[config.mk]
export PLATFORM = sky130hd
export DESIGN_NAME = mem_fetch_master_flat
export DESIGN_NICKNAME = d
export VERILOG_FILES = /design/src/rtl/fetch_pkg.sv /design/src/rtl/mem_fetch_master_if.sv /design/src/rtl/word_unpacker.sv /design/src/rtl/mem_fetch_master.sv /design/src/flat_wrapper.sv
export SDC_FILE = /design/constraint.sdc
export NUM_CORES = 1
export LEC_CHECK = 0
export ABC_AREA = 1
export ABC_CLOCK_PERIOD_IN_PS = 1850
export BUFFER_PORTS_ARGS = -buffer_cell sky130_fd_sc_hd__buf_2
export CAP_MARGIN = 40
export CORE_MARGIN = 5
export CORE_UTILIZATION = 50
export CTS_CLUSTER_DIAMETER = 120
export DETAILED_ROUTE_END_ITERATION = 8
export MAX_ROUTING_LAYER = met4
export PLACE_DENSITY = 0.81
export RECOVER_POWER = 25
export SYNTH_ARGS = -nofsm -noshare
export SYNTH_HDL_FRONTEND = slang
export SYNTH_HIERARCHICAL = 1
export SYNTH_SLANG_ARGS = --single-unit
[constraint.sdc]
create_clock -name CLOCK_50 -period 1.85 [get_ports CLOCK_50]
set_input_delay 0.0925 -clock CLOCK_50 [delete_from_list [all_inputs] [get_ports CLOCK_50]]
set_output_delay 0.0925 -clock CLOCK_50 [all_outputs]
set_load 0.02 [all_outputs]
[src/rtl/fetch_pkg.sv]
`default_nettype none
// ============================================================================
// Module      : fetch_pkg
// Description : Shared types and constants for the ROM fetch master.
//               Holds the FSM state encoding (also shown on LEDR[2:0]),
//               the number of bytes per ROM word and the default run length.
// Ports       : none (package)
// Revision    : 1.0 - initial release
// ============================================================================
package fetch_pkg;

  localparam int BYTES_PER_WORD    = 8;
  localparam int DEFAULT_NUM_WORDS = 9;

  // Encodings are visible on the board LEDs, so they are fixed explicitly.
  typedef enum logic [2:0] {
    ST_IDLE   = 3'b000,
    ST_REQ    = 3'b001,
    ST_WAIT   = 3'b010,
    ST_UNPACK = 3'b011,
    ST_DONE   = 3'b101,
    ST_ERR    = 3'b110
  } fetch_state_t;

endpackage
`default_nettype wire

[src/rtl/mem_fetch_master_if.sv]
`default_nettype none
// ============================================================================
// Module      : mem_fetch_master_if
// Description : Bundles the Avalon-MM read bus towards mem_wrapper and the
//               byte-FIFO write side towards the MAC lanes.
// Signals     : avm_address/avm_read      - read request (master drives)
//               avm_readdata/avm_readdatavalid/avm_waitrequest - responder
//               byte_data/byte_wr         - byte and one-hot FIFO strobe
//               fifo_full                 - per-FIFO full flags
// Modports    : master (fetch engine), slave (memory + FIFO side)
// Revision    : 1.0 - initial release
// ============================================================================
interface mem_fetch_master_if
  import fetch_pkg::*;
#(
  parameter int NUM_WORDS = DEFAULT_NUM_WORDS,
  parameter int DATA_W    = 64
);

  logic [31:0]          avm_address;
  logic                 avm_read;
  logic [DATA_W-1:0]    avm_readdata;
  logic                 avm_readdatavalid;
  logic                 avm_waitrequest;
  logic [7:0]           byte_data;
  logic [NUM_WORDS-1:0] byte_wr;
  logic [NUM_WORDS-1:0] fifo_full;

  modport master (
    output avm_address,
    output avm_read,
    input  avm_readdata,
    input  avm_readdatavalid,
    input  avm_waitrequest,
    output byte_data,
    output byte_wr,
    input  fifo_full
  );

  modport slave (
    input  avm_address,
    input  avm_read,
    output avm_readdata,
    output avm_readdatavalid,
    output avm_waitrequest,
    input  byte_data,
    input  byte_wr,
    output fifo_full
  );

endinterface
`default_nettype wire

[src/rtl/word_unpacker.sv]
`default_nettype none
// ============================================================================
// Module      : word_unpacker
// Description : Holds one ROM word and presents it MSB-first, one byte at a
//               time. load captures a word and restarts the byte count;
//               advance shifts the next byte up; last flags the final byte.
// Ports       : CLOCK_50, reset_n (async, active-low)
//               load, load_data  - capture a new word
//               advance          - current byte consumed, move to next
//               byte_out         - current byte (word[63:56] after load)
//               last             - current byte is the eighth of the word
// Revision    : 1.0 - initial release
// ============================================================================
module word_unpacker
  import fetch_pkg::*;
#(
  parameter int DATA_W = 64
) (
  input  logic              CLOCK_50,
  input  logic              reset_n,
  input  logic              load,
  input  logic [DATA_W-1:0] load_data,
  input  logic              advance,
  output logic [7:0]        byte_out,
  output logic              last
);

  localparam int                 c_CNT_W   = $clog2(BYTES_PER_WORD);
  localparam logic [c_CNT_W-1:0] c_CNT_ONE = c_CNT_W'(1);
  localparam logic [c_CNT_W-1:0] c_CNT_END = c_CNT_W'(BYTES_PER_WORD - 1);

  logic [DATA_W-1:0]  r_shreg;
  logic [c_CNT_W-1:0] r_byte_cnt;

  always_ff @(posedge CLOCK_50 or negedge reset_n) begin
    if (!reset_n) begin
      r_shreg    <= '0;
      r_byte_cnt <= '0;
    end else if (load) begin
      r_shreg    <= load_data;
      r_byte_cnt <= '0;
    end else if (advance) begin
      r_shreg    <= {r_shreg[DATA_W-9:0], 8'h00};
      r_byte_cnt <= r_byte_cnt + c_CNT_ONE;
    end
  end

  assign byte_out = r_shreg[DATA_W-1 -: 8];
  assign last     = (r_byte_cnt == c_CNT_END);

endmodule
`default_nettype wire

[src/rtl/mem_fetch_master.sv]
`default_nettype none
// ============================================================================
// Module      : mem_fetch_master
// Description : Avalon-MM read initiator. Fetches NUM_WORDS 64-bit words
//               from BASE_ADDR upward (rows first, vector last), one read
//               outstanding at a time, and writes each word MSB-first as
//               eight bytes into FIFO number word_cnt.
// Ports       : CLOCK_50, reset_n (async, active-low)
//               start            - begins a run from IDLE/DONE/ERR
//               busy/done/error  - status (REQ/WAIT/UNPACK, DONE, ERR)
//               state_o          - raw state encoding for LEDR[2:0]
//               bus (master)     - Avalon read bus + byte FIFO write side
// Revision    : 1.0 - initial release
// ============================================================================
module mem_fetch_master
  import fetch_pkg::*;
#(
  parameter int          NUM_WORDS = DEFAULT_NUM_WORDS,
  parameter logic [31:0] BASE_ADDR = 32'd0,
  parameter int          TIMEOUT   = 64,
  parameter int          DATA_W    = 64
) (
  input  logic              CLOCK_50,
  input  logic              reset_n,
  input  logic              start,
  output logic              busy,
  output logic              done,
  output logic              error,
  output logic [2:0]        state_o,
  mem_fetch_master_if.master bus
);

  localparam int                c_WC_W      = (NUM_WORDS > 1) ? $clog2(NUM_WORDS) : 1;
  localparam int                c_TM_W      = $clog2(TIMEOUT + 1);
  localparam logic [c_WC_W-1:0] c_LAST_WORD = c_WC_W'(NUM_WORDS - 1);
  localparam logic [c_WC_W-1:0] c_WC_ONE    = c_WC_W'(1);
  localparam logic [c_TM_W-1:0] c_TM_LAST   = c_TM_W'(TIMEOUT - 1);
  localparam logic [c_TM_W-1:0] c_TM_ONE    = c_TM_W'(1);

  fetch_state_t      r_state,       w_state_nxt;
  logic              r_avm_read,    w_avm_read_nxt;
  logic [31:0]       r_avm_address, w_avm_address_nxt;
  logic [c_WC_W-1:0] r_word_cnt,    w_word_cnt_nxt;
  logic [c_TM_W-1:0] r_timer,       w_timer_nxt;

  logic              w_load;
  logic              w_advance;
  logic              w_last;
  logic              w_fifo_full;
  logic [7:0]        w_byte;

  // --------------------------------------------------------------------------
  // Byte unpacker
  // --------------------------------------------------------------------------
  word_unpacker #(
    .DATA_W (DATA_W)
  ) u_unpacker (
    .CLOCK_50  (CLOCK_50),
    .reset_n   (reset_n),
    .load      (w_load),
    .load_data (bus.avm_readdata),
    .advance   (w_advance),
    .byte_out  (w_byte),
    .last      (w_last)
  );

  // A byte leaves every UNPACK cycle the target FIFO has room; the same
  // condition both strobes the FIFO and shifts the unpacker.
  assign w_fifo_full = bus.fifo_full[r_word_cnt];
  assign w_advance   = (r_state == ST_UNPACK) && !w_fifo_full;

  generate
    for (genvar g = 0; g < NUM_WORDS; g++) begin : g_byte_wr
      assign bus.byte_wr[g] = w_advance && (r_word_cnt == c_WC_W'(g));
    end
  endgenerate

  assign bus.byte_data   = w_byte;
  assign bus.avm_read    = r_avm_read;
  assign bus.avm_address = r_avm_address;

  assign busy    = (r_state == ST_REQ) || (r_state == ST_WAIT) || (r_state == ST_UNPACK);
  assign done    = (r_state == ST_DONE);
  assign error   = (r_state == ST_ERR);
  assign state_o = r_state;

  // --------------------------------------------------------------------------
  // FSM state and bus registers
  // --------------------------------------------------------------------------
  always_ff @(posedge CLOCK_50 or negedge reset_n) begin
    if (!reset_n) begin
      r_state       <= ST_IDLE;
      r_avm_read    <= 1'b0;
      r_avm_address <= BASE_ADDR;
      r_word_cnt    <= '0;
      r_timer       <= '0;
    end else begin
      r_state       <= w_state_nxt;
      r_avm_read    <= w_avm_read_nxt;
      r_avm_address <= w_avm_address_nxt;
      r_word_cnt    <= w_word_cnt_nxt;
      r_timer       <= w_timer_nxt;
    end
  end

  // --------------------------------------------------------------------------
  // Next-state logic
  // --------------------------------------------------------------------------
  always_comb begin
    w_state_nxt       = r_state;
    w_avm_read_nxt    = r_avm_read;
    w_avm_address_nxt = r_avm_address;
    w_word_cnt_nxt    = r_word_cnt;
    w_timer_nxt       = r_timer;
    w_load            = 1'b0;

    unique case (r_state)
      ST_IDLE, ST_DONE, ST_ERR: begin
        if (start) begin
          w_state_nxt       = ST_REQ;
          w_word_cnt_nxt    = '0;
          w_avm_address_nxt = BASE_ADDR;
          w_avm_read_nxt    = 1'b1;
        end
      end

      ST_REQ: begin
        // Request stays asserted with a stable address until accepted.
        if (r_avm_read && !bus.avm_waitrequest) begin
          w_avm_read_nxt = 1'b0;
          w_timer_nxt    = '0;
          w_state_nxt    = ST_WAIT;
        end
      end

      ST_WAIT: begin
        w_timer_nxt = r_timer + c_TM_ONE;
        // Data arriving on the timeout cycle still counts as a good read.
        if (bus.avm_readdatavalid) begin
          w_load      = 1'b1;
          w_state_nxt = ST_UNPACK;
        end else if (r_timer == c_TM_LAST) begin
          w_state_nxt = ST_ERR;
        end
      end

      ST_UNPACK: begin
        if (w_advance && w_last) begin
          if (r_word_cnt == c_LAST_WORD) begin
            w_state_nxt = ST_DONE;
          end else begin
            w_word_cnt_nxt    = r_word_cnt + c_WC_ONE;
            w_avm_address_nxt = r_avm_address + 32'd1;
            w_avm_read_nxt    = 1'b1;
            w_state_nxt       = ST_REQ;
          end
        end
      end

      default: begin
        w_state_nxt    = ST_IDLE;
        w_avm_read_nxt = 1'b0;
      end
    endcase
  end

endmodule
`default_nettype wire

[src/flat_wrapper.sv]
// flat-port wrapper written by rule: the top's interface ports become plain ports
module mem_fetch_master_flat import fetch_pkg::*;
#(
  parameter int          NUM_WORDS = DEFAULT_NUM_WORDS,
  parameter logic [31:0] BASE_ADDR = 32'd0,
  parameter int          TIMEOUT   = 64,
  parameter int          DATA_W    = 64
)
  (CLOCK_50, reset_n, start, busy, done, error, state_o, bus_avm_address, bus_avm_read, bus_avm_readdata, bus_avm_readdatavalid, bus_avm_waitrequest, bus_byte_data, bus_byte_wr, bus_fifo_full);
  mem_fetch_master_if #(.NUM_WORDS(NUM_WORDS), .DATA_W(DATA_W)) bus_i ();
  input  logic CLOCK_50;
  input  logic reset_n;
  input  logic start;
  output logic busy;
  output logic done;
  output logic error;
  output logic [2:0] state_o;
  output wire logic [$bits(bus_i.avm_address)-1:0] bus_avm_address;
  output wire logic [$bits(bus_i.avm_read)-1:0] bus_avm_read;
  input wire logic [$bits(bus_i.avm_readdata)-1:0] bus_avm_readdata;
  input wire logic [$bits(bus_i.avm_readdatavalid)-1:0] bus_avm_readdatavalid;
  input wire logic [$bits(bus_i.avm_waitrequest)-1:0] bus_avm_waitrequest;
  output wire logic [$bits(bus_i.byte_data)-1:0] bus_byte_data;
  output wire logic [$bits(bus_i.byte_wr)-1:0] bus_byte_wr;
  input wire logic [$bits(bus_i.fifo_full)-1:0] bus_fifo_full;
  assign bus_avm_address = bus_i.avm_address;
  assign bus_avm_read = bus_i.avm_read;
  assign bus_i.avm_readdata = bus_avm_readdata;
  assign bus_i.avm_readdatavalid = bus_avm_readdatavalid;
  assign bus_i.avm_waitrequest = bus_avm_waitrequest;
  assign bus_byte_data = bus_i.byte_data;
  assign bus_byte_wr = bus_i.byte_wr;
  assign bus_i.fifo_full = bus_fifo_full;
  mem_fetch_master #(.NUM_WORDS(NUM_WORDS), .BASE_ADDR(BASE_ADDR), .TIMEOUT(TIMEOUT), .DATA_W(DATA_W)) u_core (.CLOCK_50(CLOCK_50), .reset_n(reset_n), .start(start), .busy(busy), .done(done), .error(error), .state_o(state_o), .bus(bus_i));
endmodule
**Word-level counts from Yosys, hierarchy flattened**

Index checks and enable logic that the tools add are counted.

- Flip-flop bits (word level): 114

- Reduce and logical (&&, ||, !) cells: 26
- Eq/ne operators: 20
- Bitwise operators: 1
- Multiplexer cells: 30
- Magnitude comparators: 1
- Add/subtract/negate cells: 4

Operators by type and width:

| kind | count |
|---|---|
| $mux 64 | 2 |
| $mux 32 | 3 |
| $pmux 32 s2 | 1 |
| $add 32x1->32 const B | 1 |
| $mux 3 | 8 |
| $eq 4x3->1 const B | 4 |
| $pmux 7 s2 | 1 |
| $logic_and 1x1->1 | 12 |
| $mux 4 | 3 |
| $pmux 3 s4 | 1 |
| $eq 3x3->1 const B | 3 |
| $eq 4x2->1 const B | 2 |
| $ne 2x2->1 const B | 4 |
| $pmux 4 s2 | 1 |
| $reduce_and 4->1 | 2 |
| $add 7x1->7 const B | 1 |
| $eq 7x6->1 const B | 1 |
| $mux 1 | 7 |
| $mux 7 | 1 |
| $eq 3x2->1 const B | 2 |
| $reduce_bool 2->1 | 3 |
| $lt 4x5->1 const B | 1 |
| $reduce_and 5->1 | 1 |
| $add 4x1->4 const B | 1 |
| 14 further kinds | 16 |

**Longest topological paths before layout**

- Depth in word-level cells: 7
- Depth in mapped cells: 13
- Gate-level depth less buffers: 10

**Cells and area by module**

Netlist, hierarchy kept.

Modules (own cells, without submodules):

| module | instances | cells an instance | area each (sq um) |
|---|---|---|---|
| mem_fetch_master | 1 | 492 | 3428.3 |
| word_unpacker | 1 | 363 | 3057.9 |

**Least setup slack after synthesis**

Ideal clock, no wire load.

- Kind: register to register
- Start point: register u_core.r_state[0] (netlist: u_core/state_o[0])
- End point: register u_core.u_unpacker.r_shreg[48]
- Arrival time: 1.871 ns
- Stages on the path, launching flop included: 11
- Setup slack: -0.145 ns
- Data required time: 1.726 ns
- Setup time: 0.124 ns
- Clock period less this slack: 1.995 ns
- Path through: dfrtp_1 inv_1 nand2_2 nor2_4 clkinv_1 nor2_1 inv_2 buf_4 buf_6 nand3_1 nand3_1

- Word-level cells in the longest chain between the ends: 3
- Elaborated cells on any way between the ends: 6
- Those cells by class: eq/ne: 2; mux: 2; reduce/logical: 2

Ends and longest elaborated chain:

| item | line | RTL |
|---|---|---|
| from (decl) | mem_fetch_master.sv:40 | `fetch_state_t r_state, w_state_nxt;` |
| from (signal assigned) | mem_fetch_master.sv:98 | `r_state <= w_state_nxt;` |
| $eq 3x2->1 * | mem_fetch_master.sv:117 | `unique case (r_state)` |
| $mux 1 * | mem_fetch_master.sv:117 |  |
| named net u_core.w_load | mem_fetch_master.sv:46 | `logic w_load;` |
| $mux 64 or $reduce_bool 2->1 (tied branches) | -- |  |
| to (signal assigned) | word_unpacker.sv:40 | `r_shreg <= load_data;` |
| to (signal assigned) | word_unpacker.sv:43 | `r_shreg <= {r_shreg[DATA_W-9:0], 8'h00};` |
| to (decl) | word_unpacker.sv:32 | `logic [DATA_W-1:0] r_shreg;` |

Mark *: on every way through the listed nets, which the timed path passes. The rest lies on a longest branch.
A chain may end at the register's enable or synchronous reset.

**Final worst setup path**

- Start point: register u_core.r_word_cnt[0]
- End point: output port bus_byte_wr[8]

- Word-level cells in the longest chain between the ends: 5
- Elaborated cells on any way between the ends: 6
- Those cells by class: eq/ne: 1; mux: 2; reduce/logical: 3

Ends and longest elaborated chain:

| item | line | RTL |
|---|---|---|
| from (decl) | mem_fetch_master.sv:43 | `logic [c_WC_W-1:0] r_word_cnt, w_word_cnt_nxt;` |
| from (signal assigned) | mem_fetch_master.sv:101 | `r_word_cnt <= w_word_cnt_nxt;` |
| $bmux 1 s4 | mem_fetch_master.sv:69 | `assign w_fifo_full = bus.fifo_full[r_word_cnt];` |
| $mux 1 (implied by the code) | mem_fetch_master.sv:69 |  |
| $logic_not 1->1 | mem_fetch_master.sv:70 | `assign w_advance = (r_state == ST_UNPACK) && !w_fifo_full;` |
| $logic_and 1x1->1 | mem_fetch_master.sv:70 |  |
| named net u_core.w_advance | mem_fetch_master.sv:47 | `logic w_advance;` |
| $logic_and 1x1->1 | mem_fetch_master.sv:74 | `assign bus.byte_wr[g] = w_advance && (r_word_cnt == c_WC_W'(g));` |
| to (decl) | flat_wrapper.sv:24 | `output wire logic [$bits(bus_i.byte_wr)-1:0] bus_byte_wr;` |

The timed path passes the listed nets, and every way through them passes these cells. The select of a mux whose other input is x is not followed.

==> impl_metrics.tcl <==
set metrics [dict create \
    route.detailed.drc 0 \
    p_leak_nw 4.46 \
    final-setup-viol-count 40 \
    initial_utilization_pct 51.2 \
    via_per_inst 5.57 \
    clk_pin_slew_ns 0.05 \
    fin_crit_ns 2.02 \
    insertion_delay_ns 0.42 \
    synthTopCellsByCount "nand2_1 (297), nand3_1 (171), dfrtp_1 (114)" \
    holdPathStages 4 \
    syn_avg_cell_area_um2 7.59 \
    finalCritPeriodShare_pct 109 \
    crit_arrival_ns 1.93 \
    worst_slack_ns -0.172 \
    grt-ovfl-total 0 \
    holdCritPathClass "input port to register" \
    critical_path_class "register to output port" \
    yosysTopAreaCell "dfrtp_1" \
    drtIter0Drc 878 \
    cts.htree.levels 4 \
    path_max_fanout 7 \
    hold_viol 0 \
    run_status "finished with violations" \
    num_rows 41 \
    cts_tree "done" \
    fillCellCount 878 \
    grt_pass1_vias 6552 \
    fin_nets 1176 \
    fin_util_pct 73.9 \
    wl_per_cell_um 17.4 \
    p_total_w 0.0130 \
    antenna_left 0 \
    drt_wl_total_um 22200 \
    synth_cell_types 29 \
    clock_path_buffers 2 \
    violations "negative setup slack" \
    yosysWarnings 6 \
    slew_violations 0 \
    fp.dieW_um 124 \
    timing.setup.tns_ns -1.85 \
    area_growth_pct 44.4 \
    syn_area_um2 6490 \
    clockRootBuffer "clkbuf_16" \
    synth_top_area_share_pct 44.0 \
    fin_worst_skew_ns 0.00950 \
    ys_seq_elements 114 \
    antenna_found_initial 1 \
    cts_sinks 114 \
    fmax_mhz 495 \
    numCtsBuffers 17 \
    firstDrtPassIters 7 \
    power_density_nw_per_um2 1390 \
    cp.required_ns 1.76 \
    ff_latch_area_um2 2860 \
    rsz0062_at_grt "true" \
    place_congestion 0.954 \
    slew-limit-headroom_pct 50.4 \
    synthFlopType "dfrtp_1" \
    multiInputGateArea_um2 3340 \
    ff2ff_path_depth 11 \
    core_area_um2 12700 \
    port_buffers 133 \
    synth_cells 855 \
    cap_violations 0 \
    ios 134 \
    synthTopCellsByArea "dfrtp_1 (44%), nand2_1 (17%), nand3_1 (13%), o21ai_2 (4.9%), nor2_1 (3.6%)" \
    worstSetupStartpointType "register" \
    grt_max_degree 53 \
    ir_drop_mv 0.838 \
    die_area_um2 15400 \
    track_usage_pct 27.8 \
    drive_gt1_share_pct 31.5 \
    synthArstFlopShare_pct 100 \
    worst_pin_slew_ns 0.744 \
    seq_area_frac_synth_pct 44.0 \
    synth.most_common_cell "nand2_1" \
    hpwlAfterDp_um 12100 \
    synth_edf_count 0 \
    num_vias 7094 \
    grt_pass1_wl_um 32200 \
    syn_nets 941 \
    fp.dieH_um 124 \
    worstSetupEndpointType "output port" \
]
worst paths after layout:
path                                               startpoint                       endpoint  slack, ns
worst max register to register           u_core/r_word_cnt[0]     u_core/bus.avm_address[18]      -0.03
worst min-delay path                    bus_avm_readdatavalid              u_core/state_o[2]       0.03
max in group asynchronous                             reset_n  u_core/u_unpacker/r_shreg[26]       0.46
worst min register to register  u_core/u_unpacker/r_shreg[56]  u_core/u_unpacker/r_shreg[56]       0.48
worst max-delay path                     u_core/r_word_cnt[0]                 bus_byte_wr[8]      -0.17
min in group asynchronous                             reset_n   u_core/u_unpacker/r_shreg[7]       0.27
power by group:
part | internal (W) | total, W | switching, W
Clock | 0.00234 | 0.00351 | 0.00117
Sequential | 0.00328 | 0.00383 | 0.000546
Combinational | 0.00240 | 0.00565 | 0.00325
Total | 0.00802 | 0.0130 | 0.00497
sequential cells by signal (all words and copies together) (netlist names):
| register | flops |
|---|---|
| u_core/u_unpacker/r_shreg | 64 |
| u_core/u_unpacker/r_byte_cnt | 3 |
| u_core/bus.avm_address | 32 |
| u_core/state_o | 3 |
| u_core/r_word_cnt | 4 |
| u_core/bus.avm_read | 1 |
| u_core/r_timer | 7 |
per-layer routing:
metal	wire length (um)	up-vias	part of all wire (%)	GRT usage, %
met3	1710	85	7.7	5.68
met4	847	0	3.8	14.0
met5	0	-	0	-
met2	11100	403	50	43.4
met1	8540	3359	39	34.4
li1	-	3247	-	-
critical path: stages, from the launching register on:
cell and delay [ns]:
dfrtp_2 0.46, inv_4 0.11, nand2_2 0.06, nand3_2 0.07, nand2_2 0.05, a21oi_2 0.16
nand2_2 0.10, inv_4 0.07, buf_8 0.09, nand2_4 0.05, nor3_4 0.14, buf_6 0.14
layout by cell type (no fill, tap or decap), drive strengths merged:
cell         netlist  final
nand2            302    303
dlygate4sd3        0     65
nand4              6      6
nand3b             7      7
clkinv             1      3
clkbuf            10     30
inv               45     45
buf               36    186
ha                 8      8
nand3            172    172
o31ai              1      1
diode              0      1
dfrtp            114    114
or2               14     14
a21oi             12     12
o22ai              1      1
bufinv             0      4
xor2               4      4
nor2              69     69
o21ai             45     45
nor3               8      8
clkinvlp           0      3
stage by stage:
step	hold slack [ns]	instances	cell area, um2	setup WS, ns
floorplan	-0.203	855	6490	0.0625
global placement	0.0513	1153	7440	0.0796
detailed placement	0.0453	1153	7440	-0.0291
CTS	0.0233	1252	8870	-0.181
global route	0.0563	1273	9360	-0.275
finish	0.0322	1273	9360	-0.172
cells by family after synthesis:
family / synth area share [%]
XOR/XNOR: 0.540
buffers and inverters: 7.81
AO/OA/AOI/OAI: 6.93
AND/OR/NAND/NOR: 39.2
adder cells (fa/ha/maj): 1.54
flip-flops: 44.0
repair_timing:
item	in CTS	in global routing
endpoints found under the hold margin	144	0
buffers inserted	5	7
endpoints found under the setup margin	9	112
pin swaps	6	11
resized for setup	36	46
hold buffers	65	0
gates cloned	0	13
layout make-up:
class                   instances  area share [%]
flip-flops and latches        114            30.5
diodes                          1          0.0267
clock buffers                  20            4.98
inverters                      46            1.91
repair buffers                261            23.0
clock inverters                 9            1.67
well taps                     172            2.30
multi-input cells             650            35.6
(Power assumes the default switching activity.)
